### src/rtl/wb_port_arbiter.sv
// Register-file write-port arbiter: pipeline writeback wins, a buffered secondary requester drains into idle cycles.
// Optional same-cycle bypass of an empty FIFO is enabled by defining WB_ARB_BYPASS_EN.
module wb_port_arbiter #(
    parameter int DEPTH        = 4,
    parameter int STARVE_LIMIT = 8
) (
    input  logic                     CLK,
    input  logic                     RST,
    input  logic                     RegWriteW,
    input  logic [4:0]               wb_addr,
    input  logic [31:0]              wb_data,
    input  logic                     sec_valid,
    output logic                     sec_ready,
    input  logic [4:0]               sec_addr,
    input  logic [31:0]              sec_data,
    output logic                     rf_we,
    output logic [4:0]               rf_waddr,
    output logic [31:0]              rf_wdata,
    input  logic [4:0]               hz_addr,
    output logic                     hz_pending,
    output logic                     force_bubble,
    output logic [$clog2(DEPTH):0]   fifo_count
);

    localparam int PW = $clog2(DEPTH);
    localparam int CW = PW + 1;
    localparam int SW = $clog2(STARVE_LIMIT + 1);

    logic [4:0]       addr_q [DEPTH];
    logic [31:0]      data_q [DEPTH];
    logic [DEPTH-1:0] valid_q, valid_d;
    logic [PW-1:0]    rd_ptr_q, rd_ptr_d, wr_ptr_q, wr_ptr_d;
    logic [CW-1:0]    count_q, count_d;
    logic [SW-1:0]    starve_q, starve_d;
    logic             bubble_q, bubble_d;

    logic pipe_wr, empty, full, bypass, pop, push, hit;

    assign pipe_wr = RegWriteW && (wb_addr != 5'd0);
    assign empty   = (count_q == '0);
    assign full    = (count_q == CW'(DEPTH));

`ifdef WB_ARB_BYPASS_EN
    assign bypass = empty && !pipe_wr && sec_valid && (sec_addr != 5'd0);
`else
    assign bypass = 1'b0;
`endif

    assign pop       = !pipe_wr && !empty;
    assign sec_ready = !full;
    assign push      = sec_valid && !full && (sec_addr != 5'd0) && !bypass;

    assign fifo_count   = count_q;
    assign force_bubble = bubble_q;

    always_comb begin
        rf_we    = 1'b0;
        rf_waddr = 5'd0;
        rf_wdata = 32'd0;
        if (pipe_wr) begin
            rf_we    = 1'b1;
            rf_waddr = wb_addr;
            rf_wdata = wb_data;
        end else if (!empty) begin
            rf_we    = 1'b1;
            rf_waddr = addr_q[rd_ptr_q];
            rf_wdata = data_q[rd_ptr_q];
        end else if (bypass) begin
            rf_we    = 1'b1;
            rf_waddr = sec_addr;
            rf_wdata = sec_data;
        end
    end

    // Hazard lookup sees only registered entries, never this cycle's push.
    always_comb begin
        hit = 1'b0;
        for (int i = 0; i < DEPTH; i++) begin
            if (valid_q[i] && (addr_q[i] == hz_addr)) hit = 1'b1;
        end
        hz_pending = (hz_addr != 5'd0) && hit;
    end

    always_comb begin
        valid_d  = valid_q;
        rd_ptr_d = rd_ptr_q;
        wr_ptr_d = wr_ptr_q;
        count_d  = count_q + CW'(push) - CW'(pop);
        if (pop) begin
            valid_d[rd_ptr_q] = 1'b0;
            rd_ptr_d          = rd_ptr_q + 1'b1;
        end
        if (push) begin
            valid_d[wr_ptr_q] = 1'b1;
            wr_ptr_d          = wr_ptr_q + 1'b1;
        end

        starve_d = '0;
        if (!empty && !pop)
            starve_d = (starve_q == SW'(STARVE_LIMIT)) ? starve_q : starve_q + 1'b1;

        // A pop releases the bubble; otherwise it latches once the counter has saturated.
        bubble_d = bubble_q;
        if (pop)
            bubble_d = 1'b0;
        else if (starve_q == SW'(STARVE_LIMIT))
            bubble_d = 1'b1;
    end

    always_ff @(posedge CLK or posedge RST) begin
        if (RST) begin
            valid_q  <= '0;
            rd_ptr_q <= '0;
            wr_ptr_q <= '0;
            count_q  <= '0;
            starve_q <= '0;
            bubble_q <= 1'b0;
        end else begin
            valid_q  <= valid_d;
            rd_ptr_q <= rd_ptr_d;
            wr_ptr_q <= wr_ptr_d;
            count_q  <= count_d;
            starve_q <= starve_d;
            bubble_q <= bubble_d;
        end
    end

    always_ff @(posedge CLK) begin
        if (push) begin
            addr_q[wr_ptr_q] <= sec_addr;
            data_q[wr_ptr_q] <= sec_data;
        end
    end

endmodule

### config.mk
export PLATFORM = sky130hd
export DESIGN_NAME = wb_port_arbiter
export DESIGN_NICKNAME = d
export VERILOG_FILES = /design/src/rtl/wb_port_arbiter.sv
export SDC_FILE = /design/constraint.sdc
export NUM_CORES = 1
export LEC_CHECK = 0
export CAP_MARGIN = 20
export CORE_ASPECT_RATIO = 0.9
export CORE_UTILIZATION = 45
export DETAILED_ROUTE_END_ITERATION = 12
export DONT_BUFFER_PORTS = 1
export PLACE_DENSITY = 0.72
export SKIP_CTS_REPAIR_TIMING = 1
export SLEW_MARGIN = 30
export SYNTH_ARGS = -nofsm -noshare
export SYNTH_HDL_FRONTEND = slang
export SYNTH_SLANG_ARGS = --single-unit
### constraint.sdc
create_clock -name CLK -period 3.35 [get_ports CLK]
set_input_delay 0.67 -clock CLK [delete_from_list [all_inputs] [get_ports CLK]]
set_output_delay 0.67 -clock CLK [all_outputs]
set_load 0.01 [all_outputs]
==> results of run 1 <==
==> report_power, final <==
group | total (mW) | internal, mW | switching, mW
logic | 1.87 | 0.864 | 1.01
clock network | 1.84 | 1.09 | 0.747
registers | 2.87 | 2.71 | 0.158
total | 6.58 | 4.67 | 1.92
==> placed cells by master (no fill, tap or decap), types with 2 or more instances in the layout <==
cell type	count
dfrtp_1	14
a22o_1	41
buf_4	2
inv_1	11
buf_12	7
nor2_1	8
and2_2	4
nand2_1	9
clkbuf_1	2
clkinvlp_4	4
bufinv_16	2
or4_1	2
inv_6	3
nand3_1	5
nor3_1	2
nand2b_1	2
xnor2_1	9
ha_1	12
a21oi_1	3
nor4_1	4
mux4_2	37
xor2_1	17
dfrtp_2	2
clkbuf_16	17
edfxtp_1	148
==> area by class of cell <==
type                    count  area share, %
flip-flops and latches    164           62.8
clock inverters            11           1.67
inverters                  11          0.535
repair buffers              9           2.01
well taps                 198           3.21
multi-input cells         164           24.1
clock buffers              19           5.61
==> worst min path at each step <==
stage / start / endpoint / slack [ps] / depth (start not counted)
after floorplan: valid_q[0]$_DFF_PP0_ / valid_q[0]$_DFF_PP0_ / 470 / 1
after global placement: valid_q[0]$_DFF_PP0_ / valid_q[0]$_DFF_PP0_ / 500 / 1
after detailed placement: valid_q[2]$_DFF_PP0_ / valid_q[2]$_DFF_PP0_ / 500 / 1
after CTS: RST / valid_q[0]$_DFF_PP0_ / 210 / 1
after global routing: RST / fifo_count[1]$_DFF_PP0_ / 260 / 1
final: RST / fifo_count[1]$_DFF_PP0_ / 220 / 1
==> flip-flops by register name, summed over array words and instances, names as in the netlist <==
signal        count
force_bubble      1
data_q          128
valid_q           4
addr_q           20
fifo_count        3
starve_q          4
wr_ptr_q          2
rd_ptr_q          2
==> synth_stat cells <==
library cell,instances,area (µm²)
a22o_1,41,359
nand2_1,9,33.8
clkbuf_1,11,41.3
a21oi_1,3,15.0
dfrtp_1,16,400
nor2_8,1,20.0
mux2_2,1,11.3
nor3_1,2,10.0
o21ai_1,1,5.00
xnor2_1,9,78.8
or4_1,2,15.0
mux4_2,37,833
nand3_1,5,25.0
nor2_1,8,30.0
o21ai_0,1,5.00
buf_6,5,56.3
buf_2,5,25.0
fa_1,1,20.0
nor4_1,4,25.0
nand4_1,1,6.26
inv_1,11,41.3
edfxtp_1,148,4440
buf_1,1,3.75
and2_1,4,25.0
ha_1,12,150
xor2_1,17,149
o21a_1,2,15.0
nand2b_1,2,12.5
mux2i_1,1,10.0
==> layer usage <==
metal / vias to the layer above / wire length (µm) / part of all wire [%]
met4: 0 / 118 / 0.92
met3: 14 / 913 / 7.1
met2: 140 / 6550 / 51
met5: - / 0 / 0
met1: 1685 / 5210 / 41
li1: 1458 / - / -
==> logic make-up (layout without fill, tap and decap cells) <==
family,after synthesis,count (layout),synth area share [%]
xor gates and xnor gates,26,26,3.32
muxes,39,39,12.4
DFF,164,164,70.6
and+or+nand+nor,38,38,2.95
AOI/OAI and AO/OA,48,48,5.81
adders and majority gates,13,13,2.48
buffers and inverters,33,50,2.44
==> per-stage QoR <==
stage / hold WS, ps / cells / power (mW) / setup WS, ps / instance area [µm²]
final: 216 / 576 / 6.58 / 403 / 7710
after global routing: 256 / 576 / 6.90 / 371 / 7710
after CTS: 214 / 576 / 6.69 / 399 / 7710
after detailed placement: 498 / 546 / 4.83 / 347 / 7150
after global placement: 498 / 546 / 4.76 / 443 / 7150
after floorplan: 466 / 361 / 4.30 / 461 / 6870
==> impl_metrics.json, run 1 <==
{
  "ff2ff_path_depth": 8,
  "die_y_um": 119,
  "netlist_instances": 361,
  "met1_usage_pct": 20.9,
  "maxCapViolCount": 0,
  "ant_nets": 0,
  "die_x_um": 132,
  "numClockSinks": 164,
  "netlist_area_um2": 6870,
  "rsz0062_at_grt": "false",
  "met2_usage_pct": 29.3,
  "clockBufferDepth": 2,
  "crit_start": "wb_addr[1]",
  "fin_crit_ps": 2950,
  "yosysSeqAreaShare_pct": 70.6,
  "fin_worst_skew_ps": 12.5,
  "power_density_nw_per_um2": 853,
  "cp-start-kind": "primary input",
  "avgRoutedWirePerCell_um": 22.2,
  "post_drt_via_cell_ratio": 5.72,
  "r2r_start": "fifo_count[0]$_DFF_PP0_",
  "dieArea_um2": 15800,
  "area_growth_pct": 12.3,
  "tns_ps": 0,
  "synth.net_count": 457,
  "crit_path_max_incr_delay_ps": 520,
  "portBuffers": 0,
  "post-route-period-util_pct": 88.0,
  "ios": 127,
  "clk_pin_slew_ps": 70,
  "grt_max_degree": 41,
  "critical_path_depth": 5,
  "tightest_slew_ps": 786,
  "rows": 42,
  "clk_root_buffer_cell": "clkbuf_16",
  "grt.overflow.total": 0,
  "cp-end-kind": "primary output",
  "vias": 3297,
  "wl_mm": 12.8,
  "worstPathRequired_ps": 2680,
  "drt_iter0_markers": 171,
  "clk_latency_ps": 420,
  "ys_ff_latch": 164,
  "ff2ff_setup_slack_ps": 710,
  "cp_data_arrival_time_ps": 2280,
  "netlist-cell-type-count": 29,
  "firstDrtPassIters": 4,
  "worstPathMaxFanout": 26,
  "numCtsBuffers": 17,
  "min_path_type": "in -> async",
  "grt_pass1_vias": 3534,
  "r2r_end": "fifo_count[2]$_DFF_PP0_",
  "path_buf_inv": 1,
  "slowest_stage": "or4_1",
  "slew_headroom_pct": 47.2,
  "use_met3_pct": 6.00,
  "core_area_um2": 14800,
  "htree_levels": 4,
  "final_core_util_pct": 52.1,
  "place_congestion": 0.801,
  "status": "completed",
  "cp_cell_sequence": "or4_1 -> o21a_2 -> nor2_8 -> buf_12 -> a22o_1",
  "report.final.slew_viol_count": 0,
  "dp_hpwl_mm": 8.25,
  "gr-max-usage-layer": "met2",
  "worstSetupEndpoint": "rf_waddr[0]",
  "n_antenna_cell": 0,
  "initial_core_util_pct": 46.3,
  "ir_worst_vdd_v": 0.000612,
  "fin_nets": 463,
  "worst-setup-path-type": "in -> out",
  "final-hold-violation-count": 0,
  "multi_input_comb_area_um2": 1860,
  "drive_gt1_share_pct": 21.7,
  "drc_errors": 0,
  "n_fill_cell": 1191,
  "antenna_found_initial": 0,
  "cts_tree": "done",
  "yosys_warnings": 0,
  "p_leak_nw": 2.60,
  "grt_pass1_wl_mm": 19.5,
  "ff_latch_area_um2": 4850,
  "setup_viol": 0,
  "syn-mean-instance-area_um2": 19.0,
  "path_delay_family": "simple AND/OR/NAND/NOR gates",
  "grt.total_usage_pct": 17.3,
  "max_freq_mhz": 339
}
No activity file was read; power rests on OpenSTA's default activity.
==> inputs of run 2 (changes only) <==
CORE_UTILIZATION = 30   (was 45)
PLACE_DENSITY = 0.56   (was 0.72)
RECOVER_POWER = 25   (was unset)
==> run 2 against run 1 <==
Wire length up 10%. Via count fell by 0.85%. Critical path depth is the same. Worst hold slack lost 7.6 ps. Clock power rose by 6%. Largest power group unchanged. Highest routed layer unchanged.
==> impl_metrics.json, run 2 (synthesis gave the netlist of run 1 again) <==
{
  "area_growth_pct": 14.8,
  "avgRoutedWirePerCell_um": 20.8,
  "portBuffers": 0,
  "slew_headroom_pct": 58.4,
  "max_freq_mhz": 350,
  "top_regs": "data_q x128, addr_q x20",
  "clk_latency_ps": 420,
  "ff_latch_area_um2": 4850,
  "grt_pass1_wl_mm": 21.5,
  "drive_gt1_share_pct": 22.6,
  "maxCapViolCount": 0,
  "tightest_slew_ps": 624,
  "antenna_found_initial": 0,
  "power_density_nw_per_um2": 853,
  "vias": 3269,
  "post_drt_via_cell_ratio": 4.82,
  "die_y_um": 146,
  "rsz0062_at_grt": "false",
  "grt_max_degree": 40,
  "gr-max-usage-layer": "met2",
  "tns_ps": 0,
  "worst-setup-path-type": "in -> out",
  "min_path_type": "in -> async",
  "crit_path_max_incr_delay_ps": 520,
  "layout_common_cells": "edfxtp_1 (148), a22o_1 (41), mux4_2 (37), xor2_1 (17), clkbuf_16 (17)",
  "fin_crit_ps": 2860,
  "ios": 127,
  "fin_nets": 464,
  "met1_usage_pct": 15.2,
  "postPlaceCellArea_um2": 7290,
  "worstPathRequired_ps": 2680,
  "dp_hpwl_mm": 9.01,
  "slowest_stage": "or4_1",
  "rows": 52,
  "largest_register_ffs": 128,
  "clk_root_buffer_cell": "clkbuf_16",
  "ir_worst_vdd_v": 0.000457,
  "multi_input_comb_area_um2": 1860,
  "firstDrtPassIters": 4,
  "n_fill_cell": 2114,
  "final_core_util_pct": 35.1,
  "fin_worst_skew_ps": 10.8,
  "drc_errors": 0,
  "wl_mm": 14.1,
  "worstPathMaxFanout": 39,
  "htree_levels": 4,
  "fin_area_um2": 7880,
  "setup_viol": 0,
  "cp-start-kind": "primary input",
  "drt_iter0_markers": 179,
  "initial_core_util_pct": 30.6,
  "use_met3_pct": 5.10,
  "clk_pin_slew_ps": 70,
  "cts_tree": "done",
  "grt.overflow.total": 0,
  "numClockSinks": 164,
  "grt_pass1_vias": 3597,
  "ant_nets": 0,
  "status": "completed",
  "cp_data_arrival_time_ps": 2190,
  "cp_cell_sequence": "or4_1 -> o21a_2 -> nor2_8 -> buf_12 -> a22o_1",
  "p_leak_nw": 2.64,
  "final_common_cell": "edfxtp_1",
  "grt.total_usage_pct": 12.7,
  "die_x_um": 161,
  "n_antenna_cell": 0,
  "cp-end-kind": "primary output",
  "report.final.slew_viol_count": 0,
  "post-route-period-util_pct": 85.3,
  "clockBufferDepth": 2,
  "core_area_um2": 22400,
  "numCtsBuffers": 17,
  "final-hold-violation-count": 0,
  "met2_usage_pct": 20.9,
  "largest-register": "data_q",
  "dieArea_um2": 23500,
  "place_congestion": 0.786
}
[run 2: cell count changes in the layout (fill, tap and decap cells not counted), sizes merged]
cell,before,now
buf,9,10
clkbuf,19,17
clkinvlp,4,1
clkinv,2,5
inv,14,18
[run 2: critical path: cells and delay by family]
kind                   cells  cell delay [ps]
and+or+nand+nor            2              740
AOI/OAI and AO/OA          2              500
buffers and inverters      1              250
[run 2: worst paths after layout]
kind / start / endpoint / slack (ps) / cells past startpoint
min: RST / fifo_count[1]$_DFF_PP0_ / 210 / 1
min reg2reg: valid_q[3]$_DFF_PP0_ / valid_q[3]$_DFF_PP0_ / 540 / 1
max reg2reg: fifo_count[0]$_DFF_PP0_ / fifo_count[2]$_DFF_PP0_ / 930 / 12
min in group CLK: sec_data[29] / data_q[1][29]$_DFFE_PP_ / 340 / 0
max: wb_addr[1] / rf_wdata[2] / 490 / 5
max in group asynchronous: RST / rd_ptr_q[0]$_DFFE_PP0N_ / 2670 / 1
[run 2: area by class of cell]
class                      instances  share of cell area (%)
clock inverter                    15                    2.16
tap                              297                    4.72
clock buffer                      17                    5.40
inverter                          11                   0.524
multi-input combinational        164                    23.6
timing repair buffer              10                    2.06
sequential                       164                    61.5
[run 2: power by group]
part | leakage [nW] | total (mW) | switching (mW) | internal [mW]
combinational | 0.800 | 1.83 | 0.964 | 0.870
clock | 0.290 | 1.95 | 0.833 | 1.12
sequential | 1.55 | 2.94 | 0.227 | 2.71
[run 2: metrics by stage]
step	setup slack [ps]	hold slack, ps	cells	total power [mW]
floorplan	461	466	361	4.30
global placement	491	515	646	4.83
detailed placement	412	516	646	4.90
CTS	450	220	678	6.87
global route	397	254	678	7.10
finish	493	209	678	6.73
[run 2: layer usage]
| layer | vias to the layer above | part of all wire, % |
|---|---|---|
| met3 | 9 | 7.4 |
| met1 | 1688 | 42 |
| met2 | 110 | 49 |
| li1 | 1462 | - |
| met4 | 0 | 0.94 |
| met5 | - | 0 |
==> inputs of run 3 (changes only) <==
RECOVER_POWER = 100   (was 25)
==> run 3 against run 2 <==
Sequential share of layout area increased by 0.078 points. Global-route usage did not move. Critical path depth did not move. Sequential power about the same.
==> impl_metrics.json, run 3 (synthesis gave the netlist of run 1 again) <==
{
  "n_fill_cell": 2121,
  "dp_hpwl_mm": 9.01,
  "cts_tree": "done",
  "wl_mm": 14.1,
  "core_area_um2": 22400,
  "fin_worst_skew_ps": 10.4,
  "n_antenna_cell": 0,
  "htree_levels": 4,
  "firstDrtPassIters": 4,
  "dieArea_um2": 23500,
  "grt_max_degree": 40,
  "pre_cts_ws_ps": 412,
  "ir_worst_vdd_v": 0.000457,
  "worstPathMaxFanout": 39,
  "ant_nets": 0,
  "largest_register_ffs": 128,
  "tns_ps": 0,
  "crit_start": "wb_addr[1]",
  "avgRoutedWirePerCell_um": 20.8,
  "grt_pass1_vias": 3597,
  "status": "completed",
  "numCtsBuffers": 17,
  "worst-setup-path-type": "in -> out",
  "max_freq_mhz": 346,
  "initial_core_util_pct": 30.6,
  "top_regs": "data_q x128, addr_q x20",
  "clk_root_buffer_cell": "clkbuf_16",
  "cp_data_arrival_time_ps": 2220,
  "drive_gt1_share_pct": 21.0,
  "die_y_um": 146,
  "cp-start-kind": "primary input",
  "setup_viol": 0,
  "r2r_start": "fifo_count[0]$_DFF_PP0_",
  "power_density_nw_per_um2": 854,
  "tightest_slew_ps": 1040,
  "rows": 52,
  "clk_latency_ps": 420,
  "ios": 127,
  "portBuffers": 0,
  "worstPathRequired_ps": 2680,
  "area_growth_pct": 14.6,
  "maxCapViolCount": 0,
  "grt_pass1_wl_mm": 21.5,
  "drt_iter0_markers": 176,
  "largest-register": "data_q",
  "place_congestion": 0.786,
  "die_x_um": 161,
  "report.final.slew_viol_count": 0,
  "final_common_cell": "edfxtp_1",
  "vias": 3271,
  "min_path_type": "in -> async",
  "worst_slack_ps": 456,
  "grt.total_usage_pct": 12.7,
  "rsz0062_at_grt": "false",
  "clk_pin_slew_ps": 70,
  "clockBufferDepth": 2,
  "numClockSinks": 164,
  "antenna_found_initial": 0,
  "layout_common_cells": "edfxtp_1 (148), a22o_1 (41), mux4_2 (37), xor2_1 (17), clkbuf_16 (17)",
  "fin_nets": 464,
  "cp-end-kind": "primary output",
  "post-route-period-util_pct": 86.4,
  "grt.overflow.total": 0,
  "drc_errors": 0,
  "fin_crit_ps": 2890,
  "final-hold-violation-count": 0,
  "p_leak_nw": 2.63,
  "post_drt_via_cell_ratio": 4.82,
  "slew_headroom_pct": 30.3
}
==> run 3: routing by layer <==
layer	track usage, %	share of wire, %	vias up
met5	0	0	-
met4	3.77	0.93	0
met3	5.10	6.9	11
met2	20.9	49	104
met1	15.2	43	1694
li1	-	-	1462
==> run 3: worst paths after layout <==
kind	to	slack, ps	cells past startpoint
min in group CLK	data_q[3][13]$_DFFE_PP_	340	0
max in group asynchronous	rd_ptr_q[0]$_DFFE_PP0N_	2670	1
min reg2reg	valid_q[3]$_DFF_PP0_	530	1
max	rf_wdata[2]	460	5
max reg2reg	data_q[0][4]$_DFFE_PP_	610	7
min	fifo_count[1]$_DFF_PP0_	210	1
==> run 3: power breakdown <==
group | total [mW] | switching (mW) | internal, mW
clock | 1.95 | 0.832 | 1.12
combinational | 1.83 | 0.967 | 0.864
sequential | 2.94 | 0.227 | 2.71
==> run 3: per-stage QoR <==
| step | instance area, µm² | hold WS [ps] | instances | power [mW] | util [%] |
|---|---|---|---|---|---|
| 2_1_floorplan | 6870 | 466 | 361 | 4.30 | - |
| 3_3_place_gp | 7290 | 515 | 646 | 4.83 | 32.5 |
| 3_5_place_dp | 7290 | 516 | 646 | 4.90 | 32.5 |
| 4_1_cts | 7880 | 220 | 678 | 6.87 | 35.1 |
| 5_1_grt | 7870 | 254 | 678 | 7.09 | 35.1 |
| 6_report | 7870 | 210 | 678 | 6.72 | 35.1 |
==> run 3: cell type report <==
| type | instances | area [µm²] | share of cell area [%] |
|---|---|---|---|
| sequential | 164 | 4850 | 61.6 |
| multi-input combinational | 164 | 1850 | 23.6 |
| inverter | 11 | 41.3 | 0.525 |
| clock buffer | 17 | 425 | 5.40 |
| clock inverter | 15 | 170 | 2.16 |
| tap | 297 | 372 | 4.72 |
| timing repair buffer | 10 | 159 | 2.02 |
==> run 3: critical path: stages <==
cell and delay (ps):
or4_1 520, o21a_1 300, nor2_8 250, buf_12 250, a22o_1 220
